## config.mk

```make
export PLATFORM = sky130hd
export DESIGN_NAME = fuzzy_degree_collector_flat
export DESIGN_NICKNAME = d
export VERILOG_FILES = /design/src/rtl/fuzzy_degree_collector_if.sv /design/src/rtl/fuzzy_degree_collector.sv /design/src/flat_wrapper.sv
export SDC_FILE = /design/constraint.sdc
export NUM_CORES = 1
export LEC_CHECK = 0
export ABC_AREA = 1
export ABC_CLOCK_PERIOD_IN_PS = 1340
export CORE_ASPECT_RATIO = 0.5
export CORE_MARGIN = 3
export CORE_UTILIZATION = 25
export CTS_CLUSTER_SIZE = 8
export DETAILED_ROUTE_END_ITERATION = 7
export PLACE_DENSITY = 0.5
export SYNTH_ARGS = -nofsm -noshare
export SYNTH_HDL_FRONTEND = slang
export SYNTH_SLANG_ARGS = --single-unit
```

## constraint.sdc

```tcl
create_clock -name Clk -period 1.34 [get_ports Clk]
set_input_delay 0.201 -clock Clk [delete_from_list [all_inputs] [get_ports Clk]]
set_output_delay 0.201 -clock Clk [all_outputs]
set_load 0.01 [all_outputs]
```

## src/rtl/fuzzy_degree_collector_if.sv

```systemverilog
// fuzzy_degree_collector_if: sample-in / result-out handshake bundle for the degree collector
interface fuzzy_degree_collector_if #(
  parameter int LongBit_limit = 10,
  parameter int Deg_width = 4,
  parameter int Cnt_width = 8
);
  logic InValid;
  logic InReady;
  logic [2:0] LoaclFlag;
  logic [LongBit_limit-1:0] LongBitData;
  logic IsHit;
  logic ErrorReturn;
  logic OutValid;
  logic OutReady;
  logic [Deg_width-1:0] Degree;
  logic [1:0] Region;
  logic OutHit;
  logic OutError;
  logic [Cnt_width-1:0] ErrCount;
  modport master (
    output InValid, LoaclFlag, LongBitData, IsHit, ErrorReturn, OutReady,
    input InReady, OutValid, Degree, Region, OutHit, OutError, ErrCount
  );
  modport slave (
    input InValid, LoaclFlag, LongBitData, IsHit, ErrorReturn, OutReady,
    output InReady, OutValid, Degree, Region, OutHit, OutError, ErrCount
  );
endinterface

```

## src/rtl/fuzzy_degree_collector.sv

```systemverilog
// fuzzy_degree_collector: serially counts ones in a thermometer membership word and reports degree/region
module fuzzy_degree_collector #(
  parameter int LongBit_limit = 10,
  parameter int Deg_width = $clog2(LongBit_limit + 1),
  parameter int Cnt_width = 8
) (
  input logic Clk,
  input logic RstN,
  fuzzy_degree_collector_if.slave bus
);
  typedef enum logic [1:0] {IDLE, SCAN, DONE} state_t;
  state_t state, stateNext;
  logic [LongBit_limit-1:0] shiftReg;
  logic [Deg_width-1:0] bitIdx;
  logic accept, inError, lastBit;
  assign accept = bus.InValid && state == IDLE;
  assign inError = bus.ErrorReturn | (bus.LoaclFlag == 3'b000);
  assign lastBit = bitIdx == Deg_width'(LongBit_limit - 1);
  assign bus.InReady = state == IDLE;
  always_ff @(posedge Clk or negedge RstN)
    if (!RstN) state <= IDLE;
    else state <= stateNext;
  always_comb begin
    stateNext = state;
    unique case (state)
      IDLE: stateNext = bus.InValid ? (inError ? DONE : SCAN) : IDLE;
      SCAN: stateNext = lastBit ? DONE : SCAN;
      DONE: stateNext = bus.OutReady ? IDLE : DONE;
      default: stateNext = IDLE;
    endcase
  end
  // erroneous samples skip the scan and report a zero degree immediately
  always_ff @(posedge Clk or negedge RstN)
    if (!RstN) begin
      shiftReg <= '0;
      bitIdx <= '0;
      bus.Degree <= '0;
      bus.Region <= '0;
      bus.OutHit <= 1'b0;
      bus.OutError <= 1'b0;
      bus.OutValid <= 1'b0;
      bus.ErrCount <= '0;
    end else if (accept) begin
      shiftReg <= bus.LongBitData;
      bitIdx <= '0;
      bus.Degree <= '0;
      bus.Region <= bus.LoaclFlag[0] ? 2'd3 : bus.LoaclFlag[1] ? 2'd2 : bus.LoaclFlag[2] ? 2'd1 : 2'd0;
      bus.OutHit <= bus.IsHit;
      bus.OutError <= inError;
      bus.OutValid <= inError;
      if (inError && !(&bus.ErrCount)) bus.ErrCount <= bus.ErrCount + Cnt_width'(1);
    end else if (state == SCAN) begin
      bus.Degree <= bus.Degree + Deg_width'(shiftReg[0]);
      shiftReg <= shiftReg >> 1;
      bitIdx <= bitIdx + Deg_width'(1);
      bus.OutValid <= lastBit;
    end else if (state == DONE && bus.OutReady) begin
      bus.OutValid <= 1'b0;
    end
endmodule
```

## src/flat_wrapper.sv

```systemverilog
// flat-port wrapper written by rule: the top's interface ports become plain ports
module fuzzy_degree_collector_flat 
#(
  parameter int LongBit_limit = 10,
  parameter int Deg_width = $clog2(LongBit_limit + 1),
  parameter int Cnt_width = 8
)
  (Clk, RstN, bus_InValid, bus_LoaclFlag, bus_LongBitData, bus_IsHit, bus_ErrorReturn, bus_OutReady, bus_InReady, bus_OutValid, bus_Degree, bus_Region, bus_OutHit, bus_OutError, bus_ErrCount);
  fuzzy_degree_collector_if #(.LongBit_limit(LongBit_limit), .Deg_width(Deg_width), .Cnt_width(Cnt_width)) bus_i ();
  input logic Clk;
  input logic RstN;
  input wire logic [$bits(bus_i.InValid)-1:0] bus_InValid;
  input wire logic [$bits(bus_i.LoaclFlag)-1:0] bus_LoaclFlag;
  input wire logic [$bits(bus_i.LongBitData)-1:0] bus_LongBitData;
  input wire logic [$bits(bus_i.IsHit)-1:0] bus_IsHit;
  input wire logic [$bits(bus_i.ErrorReturn)-1:0] bus_ErrorReturn;
  input wire logic [$bits(bus_i.OutReady)-1:0] bus_OutReady;
  output wire logic [$bits(bus_i.InReady)-1:0] bus_InReady;
  output wire logic [$bits(bus_i.OutValid)-1:0] bus_OutValid;
  output wire logic [$bits(bus_i.Degree)-1:0] bus_Degree;
  output wire logic [$bits(bus_i.Region)-1:0] bus_Region;
  output wire logic [$bits(bus_i.OutHit)-1:0] bus_OutHit;
  output wire logic [$bits(bus_i.OutError)-1:0] bus_OutError;
  output wire logic [$bits(bus_i.ErrCount)-1:0] bus_ErrCount;
  assign bus_i.InValid = bus_InValid;
  assign bus_i.LoaclFlag = bus_LoaclFlag;
  assign bus_i.LongBitData = bus_LongBitData;
  assign bus_i.IsHit = bus_IsHit;
  assign bus_i.ErrorReturn = bus_ErrorReturn;
  assign bus_i.OutReady = bus_OutReady;
  assign bus_InReady = bus_i.InReady;
  assign bus_OutValid = bus_i.OutValid;
  assign bus_Degree = bus_i.Degree;
  assign bus_Region = bus_i.Region;
  assign bus_OutHit = bus_i.OutHit;
  assign bus_OutError = bus_i.OutError;
  assign bus_ErrCount = bus_i.ErrCount;
  fuzzy_degree_collector #(.LongBit_limit(LongBit_limit), .Deg_width(Deg_width), .Cnt_width(Cnt_width)) u_core (.Clk(Clk), .RstN(RstN), .bus(bus_i));
endmodule
```

# Yosys cells after proc, flatten, opt, wreduce, memory -nomap -nowiden
# Index checks and enable logic that the tools add are counted.
[op_classes] n_eq_ne=3 n_reduce_logical=10 n_bitwise=1 n_addsub=3 muxes=17
[op_table] op="10-bit 2-to-1 mux" n=2
[op_table] op="4-bit 2-to-1 mux" n=4
[op_table] op="2-bit 2-to-1 mux" n=6
[op_table] op="8-bit by 1-bit adder with 8-bit output, second input constant" n=1
[op_table] op="8-bit AND reduction" n=1
[op_table] op="2-bit one-hot mux with 3 select lines" n=1
[op_table] op="4-bit by 1-bit adder with 4-bit output" n=1
[op_table] op="4-bit by 1-bit adder with 4-bit output, second input constant" n=1
[op_table] op="4-bit equality test, second input constant" n=1
[op_table] op="1-bit 2-to-1 mux" n=4
[op_table] op="1-bit logical AND" n=3
[op_table] op="3-bit logical NOT" n=1
[op_table] op="3-bit nonzero test" n=1
[op_table] op="2-bit by 1-bit equality test with 1-bit output, second input constant" n=1
[op_table] op="2-bit equality test, second input constant" n=1
[op_table] op="2-bit logical NOT" n=1
[op_table] op="2-bit AND reduction" n=1
[op_table] op="2-bit nonzero test" n=1
[op_table] op="1-bit logical NOT" n=1
[op_table] op="1-bit bitwise OR" n=1
[totals] out_inout_bits=18 wordCells=43 register_bits=33

# Depth between registers and ports, before layout
[depth] ltp_word=5 ltp_mapped=7 ltp_nobuf=7

# Least setup slack after synthesis
# OpenSTA, ideal clock, no wires.
[synth_path] kind="register to register" startpoint="reg u_core.bus.ErrCount[0]" endpoint="reg u_core.bus.ErrCount[2]" slack_ns=0.029 required_time_ns=1.224 setup_ns=0.116 n_path_buf=0 t_arrival_ns=1.195 synth_period_minus_slack_ns=1.311 path_stages_with_launch=8 cell_sequence="dfrtp_1 ha_1 nand3_1 inv_1 nand2_1 nand3_2 nand2_1 nand2_1"
[synth_via] elab_chain_len=4 elab_cells_between_ends=5 classes_between="add/sub (1); reduce/logical (4)"
[synth_lines] element="start: declaration" line="fuzzy_degree_collector_if.sv:26" rtl="output InReady, OutValid, Degree, Region, OutHit, OutError, ErrCount"
[synth_lines] element="start signal: assignment" line="fuzzy_degree_collector.sv:51" rtl="if (inError && !(&bus.ErrCount)) bus.ErrCount <= bus.ErrCount + Cnt_width'(1);"
[synth_lines] element="parallel branches: the longest is 4 deep, another holds 8-bit by 1-bit adder with 8-bit output"
# Several ways; the timed one is not identified.
# A chain may end at the register's enable or synchronous reset.

# Worst setup path after layout
[layout_path] startpoint="reg u_core.bus.ErrCount[0]" endpoint="out bus_ErrCount[0]"
[layout_rtl] element="end: declaration" line="flat_wrapper.sv:24" rtl="output wire logic [$bits(bus_i.ErrCount)-1:0] bus_ErrCount;"
# No word-level cell between the ends.

==> summary.md <==
| Metric | Value |
|---|---|
| Fmax | 0.786 GHz |
| Count of cell types in the netlist | 25 |
| CP Class | reg2out |
| Final min period | between 1 and 1.5 ns |
| First-pass GRT wire length | approximately 6700 um |
| Initial core utilization | 26.5% |
| Clock power frac | 24.0% |
| Num rows | 20 |
| Worst path arrival time | between 1 and 1.5 ns |
| Post-synth top area share | approximately half |
| Max_cap viols | 0 |
| Gpl congestion | between 0.7 and 0.8 |
| Final worst setup slack | about 0.067 ns |
| Filler cells | ~660 |
| Die area | between 7000 and 8000 sq um |
| Crit-path cells | buf_4, dlygate4sd2_1 |
| Initial antenna violation count | 0 |
| Syn nets | roughly 230 |
| Bufs on Longest Clock Path | 2 |
| Total GRT Usage | around 11% |
| Hold buffer count at cts | 0 |
| Most area-hungry cell type in the Yosys netlist | dfrtp_1 |
| Final Hold Fails | 0 |
| Crit start category | flip-flop |
| Final Cell Area | around 2400 sq um |
| Hold slack | just under 0.3 ns |
| Post-synthesis register bit count | 33 |
| Post-route ant nets | 0 |
| Worst-margin pin slew | 0.264 ns |
| CTS Root Cell | clkbuf_16 |
| NumNets Final | between 200 and 300 |
| Register area share after synthesis | roughly 50% |
| Drt initial violations | 48 |
| Min-delay worst type | in2async |
| Post-Route WL | about 3700 um |
| Avg Inst Size Synth | just over 8 sq um |
| RSZ-0062 raised after global routing | false |
| Sw Ratio | between 30% and 40% |
| Vias | 1463 |
| Skew final | between 0.003 and 0.004 ns |
| Leading cell type in the layout, fill and taps excluded | nand2_1 |
| Internal power | between 2 and 3 mW |
| Clk sinks | 33 |
| Flop pwr share | around 37% |
| Top cells by area, synth | dfrtp_1 (50%), nand2_1 (19%), nand3_1 (5.2%) |
| Final setup vio count | 0 |
| Critical path's top delay family | buffers and inverters |
| Pwr Density | ~1800 nW/um^2 |
| Chip width | about 120 um |
| IO buf count | 36 |
| Comb power frac | between 30% and 40% |
| Element type at the critical path end | output port |
| Gr ovfl total | 0 |
| Highest-delay cell along the critical path | dfrtp_1 |
| Crit share post-route | about 95% |
| Synth Instances | 201 |
| Worst Path Max Fanout | 4 |
| Post-DP HPWL | approximately 2700 um |
| Area grow syn2layout | 45.1% |
| Slowest stage delay, CP | roughly 0.37 ns |
| Ant diodes | 0 |
| Post-Place Cell Area | approximately 2200 sq um |
| Via density | roughly 4.2 |
| Total CTS buffers | 5 |
| Core Region | between 6000 and 7000 sq um |
| Drt drc | 0 |
| CP required | approximately 1.1 ns |
| Vias in the first global route | around 1400 |
| Worst rel slew slack | between 80% and 90% |
| Lkg Pwr | 1.21 nW |
| WL per Instance | between 10 and 15 um |
| Critical Path Source | u_core.bus.ErrCount[0]$_DFFE_PN0P_ |
| CP bufs+invs | 2 |
| Synth warn | 0 |
| Status | completed |
| Pre-CTS setup slack | -0.151 ns |
| I/O pin count | 37 |
| Post-synth design cell area | 1640 sq um |
| Skew-Pair Late Insertion Delay | between 0.2 and 0.3 ns |
| VDD IR max | ~0.52 mV |
| Initial DRT Pass Iterations | 4 |
| Most frequent cells in the layout | nand2_1 (82), dfrtp_1 (31), clkdlybuf4s50_1 (18), buf_4 (18) |
| P_sw | roughly 1.5 mW |
| Clk slew on worst S/H paths | about 0.05 ns |
| H-tree Lvls | 2 |
| Largest net degree at the start of global routing | 34 |
| Crit Reg-Reg Startpoint | u_core.bus.ErrCount[0]$_DFFE_PN0P_ |
| Share of layout cells above drive strength 1 | between 10% and 20% |
| CTS tree | done |
| Fin. max-slew vios | 0 |
| Setup TNS | 0 ns |
| Die Y | 63.3 um |
[power by group through the flow]
stage	combinational (mW)	clock, mW	sequential [mW]
finish	1.70	1.04	1.60
global route	1.93	1.12	1.65
CTS	1.70	1.07	1.60
detailed placement	1.78	0	1.63
global placement	1.76	0	1.62
floorplan	0.847	0	1.68
[per-layer routing]
metal	vias up	GRT usage, %	share of wire, %
li1	759	-	-
met1	678	13.8	48
met2	18	17.7	47
met3	8	2.87	2.9
met4	0	4.66	1.8
met5	-	0	0
[sequential cells by signal, indices dropped and copies added, names as in the netlist]
register	flops
u_core.bitIdx	4
u_core.bus.Degree	4
u_core.bus.ErrCount	8
u_core.bus.OutError	1
u_core.bus.OutHit	1
u_core.bus.OutValid	1
u_core.bus.Region	2
u_core.shiftReg	10
u_core.state	2
[Yosys cell counts]
cell type and number:
buf_2 1, nand2_2 2, a22o_1 2, o221ai_1 1, nand2_4 1, o22ai_1 1, clkinv_4 1, buf_6 1
buf_4 2, nor2_1 11, ha_1 5, nand3_2 1, xnor2_1 2, o21ai_2 1, nand2_1 83, nor2_4 1
nand3_1 17, nand4_1 2, dfrtp_1 33, nand3b_1 1, nor2_2 1, inv_1 17, o211ai_1 3, xor2_1 1
o21ai_0 10
[timing repair]
action	4_1_cts	5_1_grt
setup buffers	2	1
resized for setup	20	5
cloned	0	0
endpoints found under the setup margin	18	9
pin swaps	0	1
[worst register-to-register path: stages (launching register included)]
cell	delay [ns]
dfrtp_1	0.37
ha_1	0.23
nand3_2	0.10
inv_1	0.04
nand2_1	0.11
nand3_4	0.14
nand2_1	0.08
nand2_1	0.05
[final cells by class]
| class | count | area (sq um) | share of cell area [%] |
|---|---|---|---|
| flip-flops and latches | 33 | 828 | 34.8 |
| multi-input cells | 146 | 727 | 30.5 |
| repair buffers | 56 | 514 | 21.6 |
| clock buffers | 5 | 125 | 5.25 |
| well taps | 88 | 110 | 4.62 |
| inverters | 18 | 72.6 | 3.05 |
| clock inverters | 1 | 5.00 | 0.210 |
[metrics by stage]
step                      instances  utilization, %  power [mW]
after floorplan                 201               -        2.53
after global placement          338            36.0        3.38
after detailed placement        338            36.0        3.41
after CTS                       346            38.0        4.37
after global routing            347            38.4        4.70
final                           347            38.4        4.33
[kinds of logic after synthesis]
| kind of cell | Yosys count | share of synthesized area [%] |
|---|---|---|
| fa+ha+maj | 5 | 3.81 |
| simple gates | 120 | 31.0 |
| xor+xnor | 3 | 1.60 |
| compound gates | 18 | 6.94 |
| buf+inv | 22 | 6.33 |
| flops | 33 | 50.3 |
[path summary, 6_finish.rpt]
check	depth (start not counted)	endpoint	slack (ns)
setup / recovery	2	bus_ErrCount[0]	0.07
hold reg to reg	2	u_core.bus.Region[0]$_DFFE_PN0P_	0.48
min in group Clk	3	u_core.bus.OutHit$_DFFE_PN0P_	0.46
max in group asynchronous	2	u_core.bus.ErrCount[4]$_DFFE_PN0P_	0.85
hold / removal	2	u_core.shiftReg[3]$_DFFE_PN0P_	0.29
setup reg to reg	7	u_core.bus.ErrCount[1]$_DFFE_PN0P_	0.11
No activity file was read; power rests on OpenSTA's default activity.
